===== src/rtl/fetch_align_pkg.sv =====
// Shared pipeline-register types for the IF/ID boundary.
// Also holds parcel helpers used by the fetch/align stage.
package PipelineReg;

    localparam int PARCEL_W = 16;

    typedef struct packed {
        logic [31:0] pc;
        logic [31:0] instruction;
    } ID_STATE;

    function automatic logic is_rvc(input logic [PARCEL_W-1:0] parcel);
        return parcel[1:0] != 2'b11;
    endfunction

endpackage


===== src/rtl/fetch_align_buf.sv =====
// Four-entry 16-bit parcel FIFO for the fetch/align stage.
// Parcels pushed this cycle are visible at the head in the same cycle.
module parcel_buf
    import PipelineReg::*;
(
    input  logic                  clk,
    input  logic                  reset,
    input  logic                  flush,
    input  logic [1:0]            push_n,
    input  logic [2*PARCEL_W-1:0] push_data,
    input  logic [1:0]            pop_n,
    output logic [2*PARCEL_W-1:0] head,
    output logic [2:0]            count
);

    logic [4*PARCEL_W-1:0] buf_q;
    logic [6*PARCEL_W-1:0] merged;
    logic [6*PARCEL_W-1:0] shifted;
    logic [2:0]            avail;

    assign avail = count + {1'b0, push_n};

    // arriving parcels sit right behind the stored ones so the head can bypass
    always_comb begin
        merged = {{(2*PARCEL_W){1'b0}}, buf_q};
        for (int i = 0; i < 6; i++) begin
            if (push_n != 2'd0 && i == int'(count))
                merged[PARCEL_W*i +: PARCEL_W] = push_data[PARCEL_W-1:0];
            if (push_n == 2'd2 && i == int'(count) + 1)
                merged[PARCEL_W*i +: PARCEL_W] =
                    push_data[2*PARCEL_W-1:PARCEL_W];
        end
        shifted = merged >> (PARCEL_W * int'(pop_n));
    end

    assign head = merged[2*PARCEL_W-1:0];

    always_ff @(posedge clk or posedge reset) begin
        if (reset) begin
            buf_q <= '0;
            count <= '0;
        end else if (flush) begin
            count <= '0;
        end else begin
            assert ({1'b0, pop_n} <= avail &&
                    avail - {1'b0, pop_n} <= 3'd4);
            buf_q <= shifted[4*PARCEL_W-1:0];
            count <= avail - {1'b0, pop_n};
        end
    end

endmodule


===== src/rtl/fetch_align.sv =====
// RV32IC fetch and parcel-alignment stage.
// Feeds one 16- or 32-bit instruction per cycle into the IF/ID slot.
module fetch_align
    import PipelineReg::*;
#(
    parameter logic [31:0] RESET_PC    = 32'h0000_0000,
    parameter int          BUF_PARCELS = 4
) (
    input  logic        clk,
    input  logic        reset,
    output logic        imem_req,
    output logic [31:0] imem_addr,
    input  logic        imem_rvalid,
    input  logic [31:0] imem_rdata,
    input  logic        stall,
    input  logic        kill,
    input  logic [31:0] redirect_pc,
    output ID_STATE     id_state,
    output logic        id_compressed,
    output logic        id_valid
);

    logic [31:0] fetch_addr;
    logic [31:0] issue_pc;
    logic        outstanding;
    logic        discard;
    logic        skip_low;
    logic        accept;
    logic        have;
    logic        head_rvc;
    logic [1:0]  push_n;
    logic [1:0]  pop_n;
    logic [31:0] push_data;
    logic [31:0] head;
    logic [2:0]  count;
    logic [2:0]  avail;
    logic [2:0]  occ;

    assign accept    = outstanding & imem_rvalid;
    assign push_n    = (accept & ~discard & ~kill) ?
                       (skip_low ? 2'd1 : 2'd2) : 2'd0;
    assign push_data = skip_low ? {16'h0, imem_rdata[31:16]} : imem_rdata;
    assign avail     = count + {1'b0, push_n};
    assign head_rvc  = is_rvc(head[PARCEL_W-1:0]);
    assign have      = head_rvc ? (avail >= 3'd1) : (avail >= 3'd2);
    assign pop_n     = (~kill & ~stall & have) ?
                       (head_rvc ? 2'd1 : 2'd2) : 2'd0;
    assign occ       = avail - {1'b0, pop_n};

    // a single word may be in flight; it must fit after this cycle's pop
    assign imem_req  = ~reset & ~kill & ~(outstanding & ~imem_rvalid) &
                       (int'(occ) + 2 <= BUF_PARCELS);
    assign imem_addr = fetch_addr;

    parcel_buf u_buf (
        .clk       (clk),
        .reset     (reset),
        .flush     (kill),
        .push_n    (push_n),
        .push_data (push_data),
        .pop_n     (pop_n),
        .head      (head),
        .count     (count)
    );

    always_ff @(posedge clk or posedge reset) begin
        if (reset) begin
            fetch_addr    <= {RESET_PC[31:2], 2'b00};
            issue_pc      <= RESET_PC;
            outstanding   <= 1'b0;
            discard       <= 1'b0;
            skip_low      <= RESET_PC[1];
            id_state      <= '0;
            id_compressed <= 1'b0;
            id_valid      <= 1'b0;
        end else if (kill) begin
            fetch_addr  <= {redirect_pc[31:2], 2'b00};
            issue_pc    <= redirect_pc;
            skip_low    <= redirect_pc[1];
            outstanding <= outstanding & ~imem_rvalid;
            discard     <= outstanding & ~imem_rvalid;
            id_valid    <= 1'b0;
        end else begin
            if (!stall) begin
                id_valid <= have;
                if (have) begin
                    id_state.pc          <= issue_pc;
                    id_state.instruction <= head_rvc ?
                        {16'h0, head[15:0]} : head;
                    id_compressed        <= head_rvc;
                    issue_pc             <= issue_pc +
                        (head_rvc ? 32'd2 : 32'd4);
                end
            end
            if (accept) begin
                if (discard)
                    discard <= 1'b0;
                else
                    skip_low <= 1'b0;
            end
            outstanding <= imem_req | (outstanding & ~imem_rvalid);
            if (imem_req)
                fetch_addr <= fetch_addr + 32'd4;
        end
    end

endmodule


===== config.mk =====
export PLATFORM = sky130hd
export DESIGN_NAME = fetch_align
export DESIGN_NICKNAME = d
export VERILOG_FILES = /design/src/rtl/fetch_align_pkg.sv /design/src/rtl/fetch_align_buf.sv /design/src/rtl/fetch_align.sv
export SDC_FILE = /design/constraint.sdc
export NUM_CORES = 1
export LEC_CHECK = 0
export CORE_ASPECT_RATIO = 0.75
export CORE_MARGIN = 2
export CORE_UTILIZATION = 51
export CTS_BUF_LIST = sky130_fd_sc_hd__clkbuf_8
export CTS_CLUSTER_SIZE = 24
export DETAILED_ROUTE_END_ITERATION = 6
export PLACE_DENSITY = 0.79
export SYNTH_ARGS = -nofsm -noshare
export SYNTH_HDL_FRONTEND = slang
export SYNTH_SLANG_ARGS = --single-unit

===== constraint.sdc =====
create_clock -name clk -period 6.8 [get_ports clk]
set_input_delay 1.36 -clock clk [delete_from_list [all_inputs] [get_ports clk]]
set_output_delay 1.36 -clock clk [all_outputs]
set_load 0.02 [all_outputs]

==> key figures <==
Route
  • Wire per inst: about 22 um
  • Antenna-violating nets left: 0
  • Total DRC errors in the routed layout: 0
  • DR pass1 iterations: 6
  • Detailed Route WL: approximately 37,000 um
  • Routed vias: ~11,000
  • Detailed Route Iter0 Violations: around 1,500
  • Routed vias/inst: 6.68

Critical path
  • Flop2flop setup slack: between 1.5 and 2 ns
  • Worst setup EP type: primary output
  • Startpoint Class: input port
  • Data required time of the critical path: between 5 and 6 ns
  • Worst r2r path cells: 18
  • Crit path max fanout: 4
  • Worst r2r src: u_buf.count[2]
  • Crit path arrival time: roughly 4.9 ns
  • Category of the critical setup timing path: input port to primary output
  • Worst r2r dst: imem_addr[24]

CTS
  • Clock buffer depth: 2
  • Clk slew on worst S/H paths: 0.09 ns
  • CTS Buf Count: 17
  • CTS root buf: sky130_fd_sc_hd__clkbuf_8
  • H-tree depth reported by CTS: 4
  • Number of sinks on the clock net: roughly 200
  • Insertion delay of the later-clocked pin in the worst-skew pair: 0.50 ns
  • Setup Fix Bufs, Post-CTS: 0
  • TritonCTS clock tree: built

Finish
  • Most common cell after layout, fill and taps aside: sky130_fd_sc_hd__dfrtp_1
  • Post-layout net count: around 1,400
  • Layout cell share with drive strength beyond 1: between 9 and 10%
  • Area added between synthesis and finish: 19.6%
  • Post-route cell area: roughly 14,000 um^2
  • Utilization after layout: 62.5%
  • Antenna Diode Count: 0
  • Most frequent cells in the layout: 197 x sky130_fd_sc_hd__dfrtp_1, 162 x sky130_fd_sc_hd__clkdlybuf4s50_1, 146 x sky130_fd_sc_hd__nand2_1

STA
  • Total count of max-transition violations in the final report: 0
  • Final critical delay including setup and external delays: roughly 6.3 ns
  • Count of final hold-check violations: 0
  • Measured slew at the worst slew-check pin: 1.23 ns
  • Final clock period utilization by the worst path: 92.1%
  • Setup TNS: 0 ns
  • Worst relative slew slack: roughly 17%
  • Finish-stage setup viols: 0
  • Final clock skew: between 0.02 and 0.03 ns
  • Maximum frequency from static timing analysis: 160 MHz
  • RSZ-0062 raised after global routing: false

Hold path
  • Hold Crit Depth: 2
  • Type of the most critical hold path: register to register
  • Hold-critical path endpoint: id_state[36]
  • Critical hold path startpoint: id_state[36]

Pwr
  • Leakage power summed over all cells: roughly 5.4 nW
  • Worst VDD drop: approximately 0.27 mV
  • Power per standard cell area: 362 nW/um^2

Yosys
  • Number of synthesized flops with an enable pin: 0
  • Synthesized area divided by synthesized cell count: roughly 9 um^2
  • Yosys warning total: 0
  • Cells after synthesis: between 1,000 and 1,500
  • Top flip-flop cell by instance count after synthesis: sky130_fd_sc_hd__dfrtp_1
  • Share of synthesized registers carrying an async set or reset: 100%
  • Post-synth cell types: 81
  • Number of synthesized register bits: 198
  • Netlist area before placement: around 12,000 um^2
  • Fraction of the yosys area taken by sequential cells: between 40% and 50%

Floorplan
  • Site row count: between 40 and 50
  • Die height: 135 um
  • Overall die area: around 24,000 um^2
  • Initial core utilization: a little over half
  • Core area: approximately 22,000 um^2
  • X dimension of the die: 178 um
  • Ports: between 150 and 200

Placed design
  • Total of buffers placed on input and output ports: 165
  • Routability Congestion: about 0.92
  • HPWL after detailed placement: roughly 24,000 um
  • Placed instance area: ~13,000 um^2

GRT
  • Global-route wire length before repair: between 50,000 and 60,000 um
  • Number of global-route vias before repair: ~11,000
  • Congestion Overflow GR: 0
  • Antenna violations before repair: 0
  • Maximum number of pins on one net before global-route repair: 84
  • All-Layer GR Usage: 31.0%

Outcome
  • Result of the run: completed

Flow run
  • Max cap viols: 0
==> how the worst max path moves through the flow <==
stage                      startpoint  slack [ns]  endpoint  cells past startpoint
after floorplan                  kill        0.03  imem_req                     23
after global placement    imem_rvalid       -0.11  imem_req                     18
after detailed placement  imem_rvalid       -0.24  imem_req                     20
after CTS                 imem_rvalid        0.03  imem_req                     20
after global routing             kill        0.36  imem_req                     20
final                            kill        0.54  imem_req                     20
==> layout make-up <==
cell class              instances  area (um^2)
clock buffers                  20          275
clock inverters                12          106
fillers                      1887         8340
inverters                      36          146
multi-input cells             904         6070
flip-flops and latches        198         4960
well taps                     294          368
repair buffers                206         1960
==> worst max-delay path: stages <==
cell,delay (ns)
sky130_fd_sc_hd__buf_2,0.12
sky130_fd_sc_hd__nand4bb_4,0.19
sky130_fd_sc_hd__nor2_1,0.11
sky130_fd_sc_hd__ha_1,0.14
sky130_fd_sc_hd__inv_1,0.05
sky130_fd_sc_hd__fa_2,0.35
sky130_fd_sc_hd__xor2_2,0.16
sky130_fd_sc_hd__nand2_1,0.13
sky130_fd_sc_hd__o21ai_2,0.08
sky130_fd_sc_hd__nand2b_4,0.17
sky130_fd_sc_hd__inv_4,0.06
sky130_fd_sc_hd__ha_1,0.14
sky130_fd_sc_hd__inv_1,0.05
sky130_fd_sc_hd__fa_1,0.41
sky130_fd_sc_hd__xor2_2,0.18
sky130_fd_sc_hd__ha_1,0.30
sky130_fd_sc_hd__and3_1,0.19
sky130_fd_sc_hd__o211ai_1,0.40
sky130_fd_sc_hd__clkinv_2,0.13
sky130_fd_sc_hd__clkbuf_2,0.18
==> cells by family after synthesis <==
| group | share of synthesized area [%] |
|---|---|
| XOR/XNOR | 2.49 |
| flip-flops | 42.7 |
| AND/OR/NAND/NOR | 15.3 |
| AO/OA/AOI/OAI | 29.7 |
| multiplexers | 2.75 |
| buffers and inverters | 5.79 |
| other | 0.0323 |
| adder cells (fa/ha/maj) | 1.27 |
==> report_power, final <==
group | total (mW) | internal [mW] | switching [mW]
clock network | 0.757 | 0.296 | 0.461
registers | 1.87 | 1.60 | 0.266
logic | 2.40 | 1.07 | 1.34
total | 5.03 | 2.96 | 2.06
==> Yosys cell counts (11+ instances only) <==
| master | instances | area share (%) |
|---|---|---|
| sky130_fd_sc_hd__a221oi_1 | 71 | 5.4 |
| sky130_fd_sc_hd__nor3_1 | 15 | 0.65 |
| sky130_fd_sc_hd__inv_1 | 33 | 1.1 |
| sky130_fd_sc_hd__clkbuf_1 | 86 | 2.8 |
| sky130_fd_sc_hd__buf_2 | 24 | 1.0 |
| sky130_fd_sc_hd__and2_1 | 13 | 0.70 |
| sky130_fd_sc_hd__xnor2_1 | 19 | 1.4 |
| sky130_fd_sc_hd__a22o_1 | 18 | 1.4 |
| sky130_fd_sc_hd__xor2_1 | 14 | 1.1 |
| sky130_fd_sc_hd__o22a_1 | 48 | 3.6 |
| sky130_fd_sc_hd__nand2_1 | 147 | 4.8 |
| sky130_fd_sc_hd__and3_1 | 11 | 0.59 |
| sky130_fd_sc_hd__mux2_2 | 23 | 2.2 |
| sky130_fd_sc_hd__nand4_1 | 18 | 0.97 |
| sky130_fd_sc_hd__a22oi_1 | 125 | 8.1 |
| sky130_fd_sc_hd__nand3_1 | 24 | 1.0 |
| sky130_fd_sc_hd__a211oi_1 | 17 | 1.1 |
| sky130_fd_sc_hd__dfrtp_1 | 198 | 43 |
| sky130_fd_sc_hd__a21oi_1 | 44 | 1.9 |
| sky130_fd_sc_hd__nor2_1 | 97 | 3.1 |
| sky130_fd_sc_hd__o21ai_0 | 48 | 2.1 |
| sky130_fd_sc_hd__o22ai_1 | 19 | 1.0 |
==> sequential cells by signal, summed over array words and instances (netlist names) <==
signal / cells
id_state: 64
u_buf.buf_q: 64
issue_pc: 32
imem_addr: 30
u_buf.count: 3
discard: 1
id_compressed: 1
id_valid: 1
outstanding: 1
skip_low: 1
==> layer usage <==
metal	vias to the layer above	wire (um)	track usage [%]	share of wire [%]
met1	5430	16100	47.0	44
met5	-	0	0.625	0
met3	61	4460	8.45	12
met4	0	653	8.67	1.8
met2	699	15600	43.4	42
li1	4959	-	-	-
==> what timing repair did <==
action                                  CTS  global route
gates resized for setup                   3             4
hold buffers                              0             0
endpoints found under the setup margin    1             1
pin swaps                                 2             1
==> stage by stage <==
stage	power, mW	std cells	setup WS, ns	hold WS (ns)
2_1_floorplan	3.39	1264	0.0332	0.442
3_3_place_gp	4.19	1638	-0.111	0.454
3_5_place_dp	4.25	1638	-0.244	0.463
4_1_cts	5.01	1670	0.0296	0.488
5_1_grt	5.35	1670	0.363	0.504
6_report	5.03	1670	0.539	0.482
Power figures use the tool's default switching activity.
